$ cat config.mk
export PLATFORM = sky130hd
export DESIGN_NAME = div3_rr_arbiter
export DESIGN_NICKNAME = d
export VERILOG_FILES = /design/src/rtl/div3_pkg.sv /design/src/rtl/div_64_3_stand.sv /design/src/rtl/div3_rr_arbiter.sv
export SDC_FILE = /design/constraint.sdc
export NUM_CORES = 1
export LEC_CHECK = 0
export BUFFER_PORTS_ARGS = -buffer_cell sky130_fd_sc_hd__buf_2
export CAP_MARGIN = 10
export CORE_UTILIZATION = 45
export CTS_CLUSTER_DIAMETER = 80
export DETAILED_ROUTE_END_ITERATION = 7
export HOLD_SLACK_MARGIN = 0.15
export PLACE_DENSITY = 0.69
export SLEW_MARGIN = 10
export SYNTH_ARGS = -nofsm -noshare
export SYNTH_HDL_FRONTEND = slang
export SYNTH_HIERARCHICAL = 1
export SYNTH_SLANG_ARGS = --single-unit
$ cat constraint.sdc
create_clock -name clk -period 120.7 [get_ports clk]
set_input_delay 24.14 -clock clk [delete_from_list [all_inputs] [get_ports clk]]
set_output_delay 24.14 -clock clk [all_outputs]
set_load 0.01 [all_outputs]
$ cat src/rtl/div3_pkg.sv
// div3_pkg: shared widths and round-robin pick helper
// for the constant-divider arbiters.
package div3_pkg;

    localparam int X_W     = 64;
    localparam int Q_W     = 63;
    localparam int R_W     = 2;
    localparam int CNT_W   = 32;
    localparam int MAX_REQ = 16;
    localparam int PTR_W   = 4;

    typedef struct packed {
        logic             found;
        logic [PTR_W-1:0] idx;
    } rr_pick_t;

    // First set bit of valid at or after ptr, wrapping at n.
    function automatic rr_pick_t rr_pick(
        input logic [MAX_REQ-1:0] valid,
        input logic [PTR_W-1:0]   ptr,
        input int                 n
    );
        rr_pick_t res;
        int       j;
        res = '0;
        for (int k = 0; k < MAX_REQ; k++) begin
            j = int'(ptr) + k;
            if (j >= n) j = j - n;
            if (k < n && !res.found && valid[j[PTR_W-1:0]]) begin
                res.found = 1'b1;
                res.idx   = j[PTR_W-1:0];
            end
        end
        return res;
    endfunction

endpackage

$ cat src/rtl/div_64_3_stand.sv
// div_64_3_stand: combinational 64-bit divide by 3,
// restoring long division one dividend bit at a time.
module div_64_3_stand
    import div3_pkg::*;
(
    input  logic [X_W-1:0] x,
    output logic [Q_W-1:0] q,
    output logic [R_W-1:0] r
);

    logic [2:0] t;
    logic [1:0] rem;

    // The top dividend bit alone is below 3, so it only seeds the remainder.
    always_comb begin
        q   = '0;
        t   = '0;
        rem = {1'b0, x[X_W-1]};
        for (int i = Q_W - 1; i >= 0; i--) begin
            t = {rem, x[i]};
            if (t >= 3'd3) begin
                q[i] = 1'b1;
                rem  = 2'(t - 3'd3);
            end else begin
                rem = t[1:0];
            end
        end
        r = rem;
    end

endmodule

$ cat src/rtl/div3_rr_arbiter.sv
// div3_rr_arbiter: round-robin share of one divide-by-3
// datapath with a two-register pipeline and response backpressure.
module div3_rr_arbiter
    import div3_pkg::*;
#(
    parameter int NUM_REQ = 4,
    parameter int ID_W    = $clog2(NUM_REQ)
) (
    input  logic                   clk,
    input  logic                   rst,
    input  logic [NUM_REQ-1:0]     req_valid,
    input  logic [64*NUM_REQ-1:0]  req_x,
    output logic [NUM_REQ-1:0]     req_ready,
    output logic                   rsp_valid,
    input  logic                   rsp_ready,
    output logic [Q_W-1:0]         rsp_q,
    output logic [R_W-1:0]         rsp_r,
    output logic [ID_W-1:0]        rsp_id,
    output logic [CNT_W-1:0]       done_count
);

    logic            adv;
    logic            hs;
    rr_pick_t        pick;
    logic [ID_W-1:0] win;
    logic [ID_W-1:0] rr_ptr;
    logic [ID_W-1:0] ptr_nxt;

    logic            s1_valid;
    logic [X_W-1:0]  s1_x;
    logic [ID_W-1:0] s1_id;

    logic            s2_valid;
    logic [Q_W-1:0]  s2_q;
    logic [R_W-1:0]  s2_r;
    logic [ID_W-1:0] s2_id;

    logic [Q_W-1:0]  core_q;
    logic [R_W-1:0]  core_r;

    assign adv = ~s2_valid | rsp_ready;

    // Grant the first valid requester from rr_ptr, only when the pipe moves.
    always_comb begin
        pick      = rr_pick(MAX_REQ'(req_valid), PTR_W'(rr_ptr), NUM_REQ);
        win       = ID_W'(pick.idx);
        hs        = pick.found & adv;
        req_ready = '0;
        if (hs) req_ready = NUM_REQ'(1) << win;
        ptr_nxt = (win == ID_W'(NUM_REQ - 1)) ? '0 : win + ID_W'(1);
    end

    div_64_3_stand u_core (
        .x (s1_x),
        .q (core_q),
        .r (core_r)
    );

    // Both stages shift together on adv; a stall freezes the whole pipe.
    always_ff @(posedge clk) begin
        if (rst) begin
            s1_valid <= 1'b0;
            s1_x     <= '0;
            s1_id    <= '0;
            s2_valid <= 1'b0;
            s2_q     <= '0;
            s2_r     <= '0;
            s2_id    <= '0;
            rr_ptr   <= '0;
        end else if (adv) begin
            s1_valid <= hs;
            if (hs) begin
                s1_x   <= req_x[64*win +: 64];
                s1_id  <= win;
                rr_ptr <= ptr_nxt;
            end
            s2_valid <= s1_valid;
            s2_q     <= core_q;
            s2_r     <= core_r;
            s2_id    <= s1_id;
        end
    end

    // Debug count of response handshakes, free-running wrap.
    always_ff @(posedge clk) begin
        if (rst) begin
            done_count <= '0;
        end else if (s2_valid && rsp_ready) begin
            done_count <= done_count + CNT_W'(1);
        end
    end

    assign rsp_valid = s2_valid;
    assign rsp_q     = s2_q;
    assign rsp_r     = s2_r;
    assign rsp_id    = s2_id;

endmodule
Yosys cells after proc, flatten, opt, wreduce, memory -nomap -nowiden
Cells that the tools add are included.
- flip-flop bits (word level): 169
- logic and storage cells: 310
- output and inout bits: 104
- bits of input ports: 263
- shift operators: 2
- reductions and logical operators: 8
- bitwise operators: 3
- add/sub/neg operators: 72
- equal/unequal tests: 1
- order comparisons: 71
- muxes and demuxes: 144
- operators by type and width (operator ; count):
    $shiftx 256x9->64 ; 1
    $ge 3x2->1 const B ; 62
    $mux 2 ; 64
    $sub 2x2->2 const B ; 63
    $mux 1 ; 67
    $add 32x1->32 const B ; 1
    $lt 4x5->1 const B ; 4
    $mux 4 ; 5
    $mux 5 ; 4
    $bmux 1 s4 ; 4
    $sub 3x3->4 const B ; 3
    $ge 3x3->1 const B ; 3
    $add 2x2->3 const B ; 2
    $logic_and 1x1->1 ; 4
    $shl 1x2->4 const A ; 1
    $sub 2x3->4 const B ; 1
    $add 2x1->3 const B ; 1
    $ge 2x3->1 const B ; 1
    $logic_not 1->1 ; 3
    $add 2x1->2 const B ; 1
    $eq 2x2->1 const B ; 1
    $ge 2x2->1 const B ; 1
    $reduce_and 2->1 ; 1
    $and 1x1->1 ; 1
    other kinds (2) ; 2

Depth between registers and ports, before layout
- depth after elaboration: 126
- depth in mapped cells: 356
- depth with buffers taken out: 348

Cells and area by module
Netlist, hierarchy kept.
- modules (own cells, without submodules) (module ; times used ; area an instance (um^2) ; cells each ; seq. area each (um^2)):
    div3_rr_arbiter ; 1 ; 8136.6 ; 873 ; 3383.2
    div_64_3_stand ; 1 ; 6896.6 ; 1013 ; 0.0

Worst setup path after synthesis
Ideal clock, no wire load.
- path type: flip-flop to flip-flop
- start point: reg s1_x[62]
- end point: reg s2_r[1], in the netlist rsp_r[1]
- data required time: 120630 ps
- slack: 63378 ps
- buffers on the path: 8
- clock period less this slack: 57322 ps
- stages on the path, launching flop included: 325
- data arrival time: 57251 ps
- library setup time: 70 ps
- cell sequence: dfxtp_1 > nor2b_1 > ha_1 > or2_2 > xor2_1 > ha_1 > or4_1 > nand2_1 > mux2_2 > ha_1 > nor2_1 > o21ai_1 > nand2_4 > nor2_1 > a21oi_1 > ha_1 > buf_1 > a2111oi_0 > (+289 left out) > a21boi_0 > ha_1 > or2_2 > a2bb2oi_1 > a21boi_0 > ha_1 > a2111oi_2 > a21oi_1 > a211oi_1 > ha_1 > inv_1 > o31a_1 > mux2_2 > ha_1 > a2111oi_1 > o31a_1 > nand2_1 > a21oi_1
- longest elaborated chain between the ends: 126
- elaborated cells on any way between the ends: 189
- those cells by class: add/sub: 63; order compare: 63; mux: 63
- RTL lines (element ; RTL line ; source):
    start: declaration ; div3_rr_arbiter.sv:30 ; logic [X_W-1:0] s1_x;
    start signal: assignment ; div3_rr_arbiter.sv:73 ; s1_x <= req_x[64*win +: 64];
    $sub 2x2->2 or $ge 2x2->1 (tied branches) ; div_64_3_stand.sv:23, div_64_3_stand.sv:21 ;
    $mux 2 * ; div_64_3_stand.sv:21 ; if (t >= 3'd3) begin
    $ge 3x2->1 or $sub 2x2->2 (tied branches) ; div_64_3_stand.sv:21, div_64_3_stand.sv:23 ;
    $mux 2 * ; div_64_3_stand.sv:21 ;
    $ge 3x2->1 or $sub 2x2->2 (tied branches) ; div_64_3_stand.sv:21, div_64_3_stand.sv:23 ;
    $mux 2 * ; div_64_3_stand.sv:21 ;
    $ge 3x2->1 or $sub 2x2->2 (tied branches) ; div_64_3_stand.sv:21, div_64_3_stand.sv:23 ;
    $mux 2 * ; div_64_3_stand.sv:21 ;
    (+111 left out) ; -- ;
    $mux 2 * ; div_64_3_stand.sv:21 ;
    $ge 3x2->1 or $sub 2x2->2 (tied branches) ; div_64_3_stand.sv:21, div_64_3_stand.sv:23 ;
    $mux 2 * ; div_64_3_stand.sv:21 ;
    $ge 3x2->1 or $sub 2x2->2 (tied branches) ; div_64_3_stand.sv:21, div_64_3_stand.sv:23 ;
    $mux 2 * ; div_64_3_stand.sv:21 ;
    $ge 3x2->1 or $sub 2x2->2 (tied branches) ; div_64_3_stand.sv:21, div_64_3_stand.sv:23 ;
    $mux 2 * ; div_64_3_stand.sv:21 ;
    named net core_r[1] ; div3_rr_arbiter.sv:39 ; logic [R_W-1:0] core_r;
    end signal: assignment ; div3_rr_arbiter.sv:79 ; s2_r <= core_r;
    end: declaration ; div3_rr_arbiter.sv:35 ; logic [R_W-1:0] s2_r;
Mark *: on every way through the listed nets, which the timed path passes. The rest lies on a longest branch.
A chain may end at the register's enable or synchronous reset.

Final worst setup path
- start point: reg s1_x[63]
- end point: reg s2_r[1], in the netlist rsp_r[1]
Same word-level chain as after synthesis.

==> flow_summary_export.csv <==
group,metric,value,unit
run_status,status,"complete, no violations",
sta,hold_ws,449,ps
hold_path,whs_endpoint,"rsp_q[14]",
sta,grt_setup_unrepaired,"false",
finish,area_growth_syn_to_layout,17.1,%
finish,final_nets,2522,
yosys,syn_area,0.0150,mm²
sta,setup_violations,0,
placed_design,port-buffer-count,366,
yosys,syn_nets,2217,
critical_path,worstPathMaxFanout,10,
global_route,grt_pass1_wl,66500,µm
hold_path,holdCritStartpoint,"rsp_q[14]",
routing,via_per_inst,5.69,
global_route,use_met2,0.419,
global_route,met3_usage,0.0413,
sta,tightestPinTransition,849,ps
critical_path,crit_arrival,66810,ps
clock_network,cts_buffers,17,
yosys,synth_edf_count,0,
sta,post-route-period-util,0.550,
yosys,ys_types,129,
clock_network,cts_sinks,169,
clock_network,cts_hold_buf,0,
yosys,ys_seq_elements,169,
critical_path,reg2reg_slack,54270,ps
clock_network,ctsRootBufferMaster,"clkbuf_16",
critical_path,reg2reg_to,"rsp_r[1]",
routing,drc,0,
clock_network,insertion_delay,460,ps
floorplanning,coreArea,0.0327,mm²
yosys,synth_top_area_frac,0.225,
sta,tns,0,ps
floorplanning,die_w,185,µm
clock_network,path_clk_slew,70,ps
critical_path,r2r_start,"s1_x[63]",
placed_design,hpwlAfterDp,30900,µm
critical_path,start_kind,"register",
sta,relSlewSlack,0.434,
yosys,syn_inst,1886,
sta,fmax,15.1,MHz
routing,drtIter0Drc,994,
critical_path,reg2reg_depth,327,
yosys,yosysSeqAreaShare,0.225,
floorplanning,die_area,0.0341,mm²
clock_network,cts_tree,"yes",
placed_design,gp_congestion,0.913,
yosys,async_reset_ff_frac,0,
floorplanning,die-height,185,µm
routing,ant_nets,0,
hold_path,holdCritPathClass,"register to register",
critical_path,cpMostUsedCell,"ha_1",
clock_network,post_cts_buffers,0,
critical_path,cp_data_required_time,121080,ps
routing,dr.pass1.iters,6,
routing,routed_wl,41300,µm
critical_path,slowest_stage,"a2111oi_1",
clock_network,clock_path_buffers,2,
sta,hold_viol,0,
sta,layout_min_cycle_time,66430,ps
yosys,syn_area_per_cell,7.97,µm²
floorplanning,rows,66,
placed_design,placed_cell_area,0.0170,mm²
clock_network,postCtsResizedCells,0,
hold_path,min_path_cells,2,
global_route,grt_pass1_vias,13909,
critical_path,cp-end-kind,"register",
sta,fin_skew,10.1,ps
yosys,synthTopCellsByArea,"dfxtp_1 23%, mux2i_1 11%, nand2_1 8.0%",
global_route,overflow,0,
floorplanning,initial_core_util,0.460,
sta,drv_slew,0,
global_route,track_usage,0.237,
routing,routedWlPerCell,15.6,µm
critical_path,worstSetupPathType,"register to register",
global_route,grt_use_met1,0.293,
yosys,yosys_warnings,6,
yosys,ys.flop_type,"dfxtp_1",
yosys,yosys.area.top_type,"dfxtp_1",
floorplanning,io_pins,367,
global_route,grt_max_degree,72,
job,maxCapViolations,0,
critical_path,max_stage_delay,630,ps
global_route,globalRoute.busiestLayer,"met2",
clock_network,htreeDepth,4,
routing,num_vias,15058,
global_route,antenna_found_initial,1,
finish,layout-drive-gt1-share,0.264,
finish,design_area,0.0176,mm²
[cell families after synthesis]
| kind of cell | Yosys count | synth area share |
|---|---|---|
| fa+ha+maj | 68 | 0.0566 |
| buf+inv | 161 | 0.0507 |
| flops | 169 | 0.225 |
| xor+xnor | 29 | 0.0169 |
| mux | 183 | 0.124 |
| compound gates | 509 | 0.281 |
| simple gates | 767 | 0.246 |
[area by class of cell]
| class | count | area, µm² |
|---|---|---|
| Antenna cell | 1 | 2.50 |
| Clock buffer | 17 | 425 |
| Clock inverter | 15 | 158 |
| Fill cell | 3093 | 15100 |
| Inverter | 71 | 268 |
| Multi-Input combinational cell | 1556 | 10900 |
| Sequential cell | 169 | 3380 |
| Tap cell | 442 | 553 |
| Timing Repair Buffer | 376 | 1910 |
[sequential cells by signal, indices dropped and copies added, names as in the netlist]
signal and cells:
s1_x 64, rsp_q 63, done_count 32, rr_ptr 2
rsp_id 2, rsp_r 2, s1_id 2, rsp_valid 1
s1_valid 1
[metal layers]
| layer | part of all wire | routed length, µm |
|---|---|---|
| met4 | 0.017 | 683 |
| met5 | 0 | 0 |
| met3 | 0.057 | 2350 |
| met2 | 0.48 | 19800 |
| met1 | 0.45 | 18500 |
[worst max path at each step]
| stage | slack (ps) | startpoint | cells past startpoint | end |
|---|---|---|---|---|
| 2_1_floorplan | 63380 | s1_x[62] | 324 | rsp_r[1] |
| 3_3_place_gp | 58160 | s1_x[63] | 322 | rsp_r[1] |
| 3_5_place_dp | 55530 | s1_x[63] | 327 | rsp_r[1] |
| 4_1_cts | 55140 | s1_x[63] | 328 | rsp_r[1] |
| 5_1_grt | 47950 | s1_x[63] | 334 | rsp_r[0] |
| 6_report | 54270 | s1_x[63] | 327 | rsp_r[1] |
[layout by cell type, fill, tap and decap left out, types with 54 or more instances in the layout]
| master | synthesis | routed |
|---|---|---|
| ha_1 | 68 | 68 |
| nand2_1 | 320 | 320 |
| a21oi_1 | 141 | 141 |
| buf_2 | 25 | 365 |
| nor2_1 | 146 | 146 |
| mux2i_1 | 165 | 165 |
| dfxtp_1 | 169 | 169 |
| nor3_1 | 54 | 54 |
| o221ai_2 | 62 | 62 |
| inv_1 | 63 | 63 |
[critical path, delay by kind of cell, from the launching register on]
kind                     cells  cell delay, ps
adder cells (fa/ha/maj)     62           16140
flip-flops                   1             480
AO/OA/AOI/OAI              113           24170
XOR/XNOR                     1             190
buffers and inverters       16            1360
AND/OR/NAND/NOR            112           19450
multiplexers                23            4460
[Yosys cell counts (8+ instances only)]
cell       number
and2_1         12
a31oi_1        16
nand3_1        51
o21a_1          9
o221ai_1        9
o21ai_0        50
nor3_1         54
mux2i_1       165
or2_2          17
buf_4          10
a21oi_1       141
nor2b_1        13
nand2b_1       25
o211ai_1       11
nor3b_1         9
dfxtp_1       169
o221ai_2       62
clkbuf_1       38
nor2_1        146
mux2_2         13
ha_1           68
and4_1          8
xor2_1         22
o22ai_1         9
nand4_1        11
buf_6          10
or3_1          14
a211o_1        10
inv_1          63
o21ai_1        10
a211oi_1       15
nor4_1         13
and3_1         14
nand2_1       320
a2bb2oi_1       8
a21o_1         22
nand3b_1        9
buf_2          25
[through the flow]
stage | setup WS, ps | std cells | utilization
2_1_floorplan | 63380 | 1886 | -
3_3_place_gp | 58160 | 2614 | 0.521
3_5_place_dp | 55530 | 2614 | 0.521
4_1_cts | 55140 | 2646 | 0.538
5_1_grt | 47950 | 2647 | 0.538
6_report | 54270 | 2647 | 0.538
Power is not shown: default switching activity piles up to over one toggle a cycle in this logic, so the estimate is an artifact.
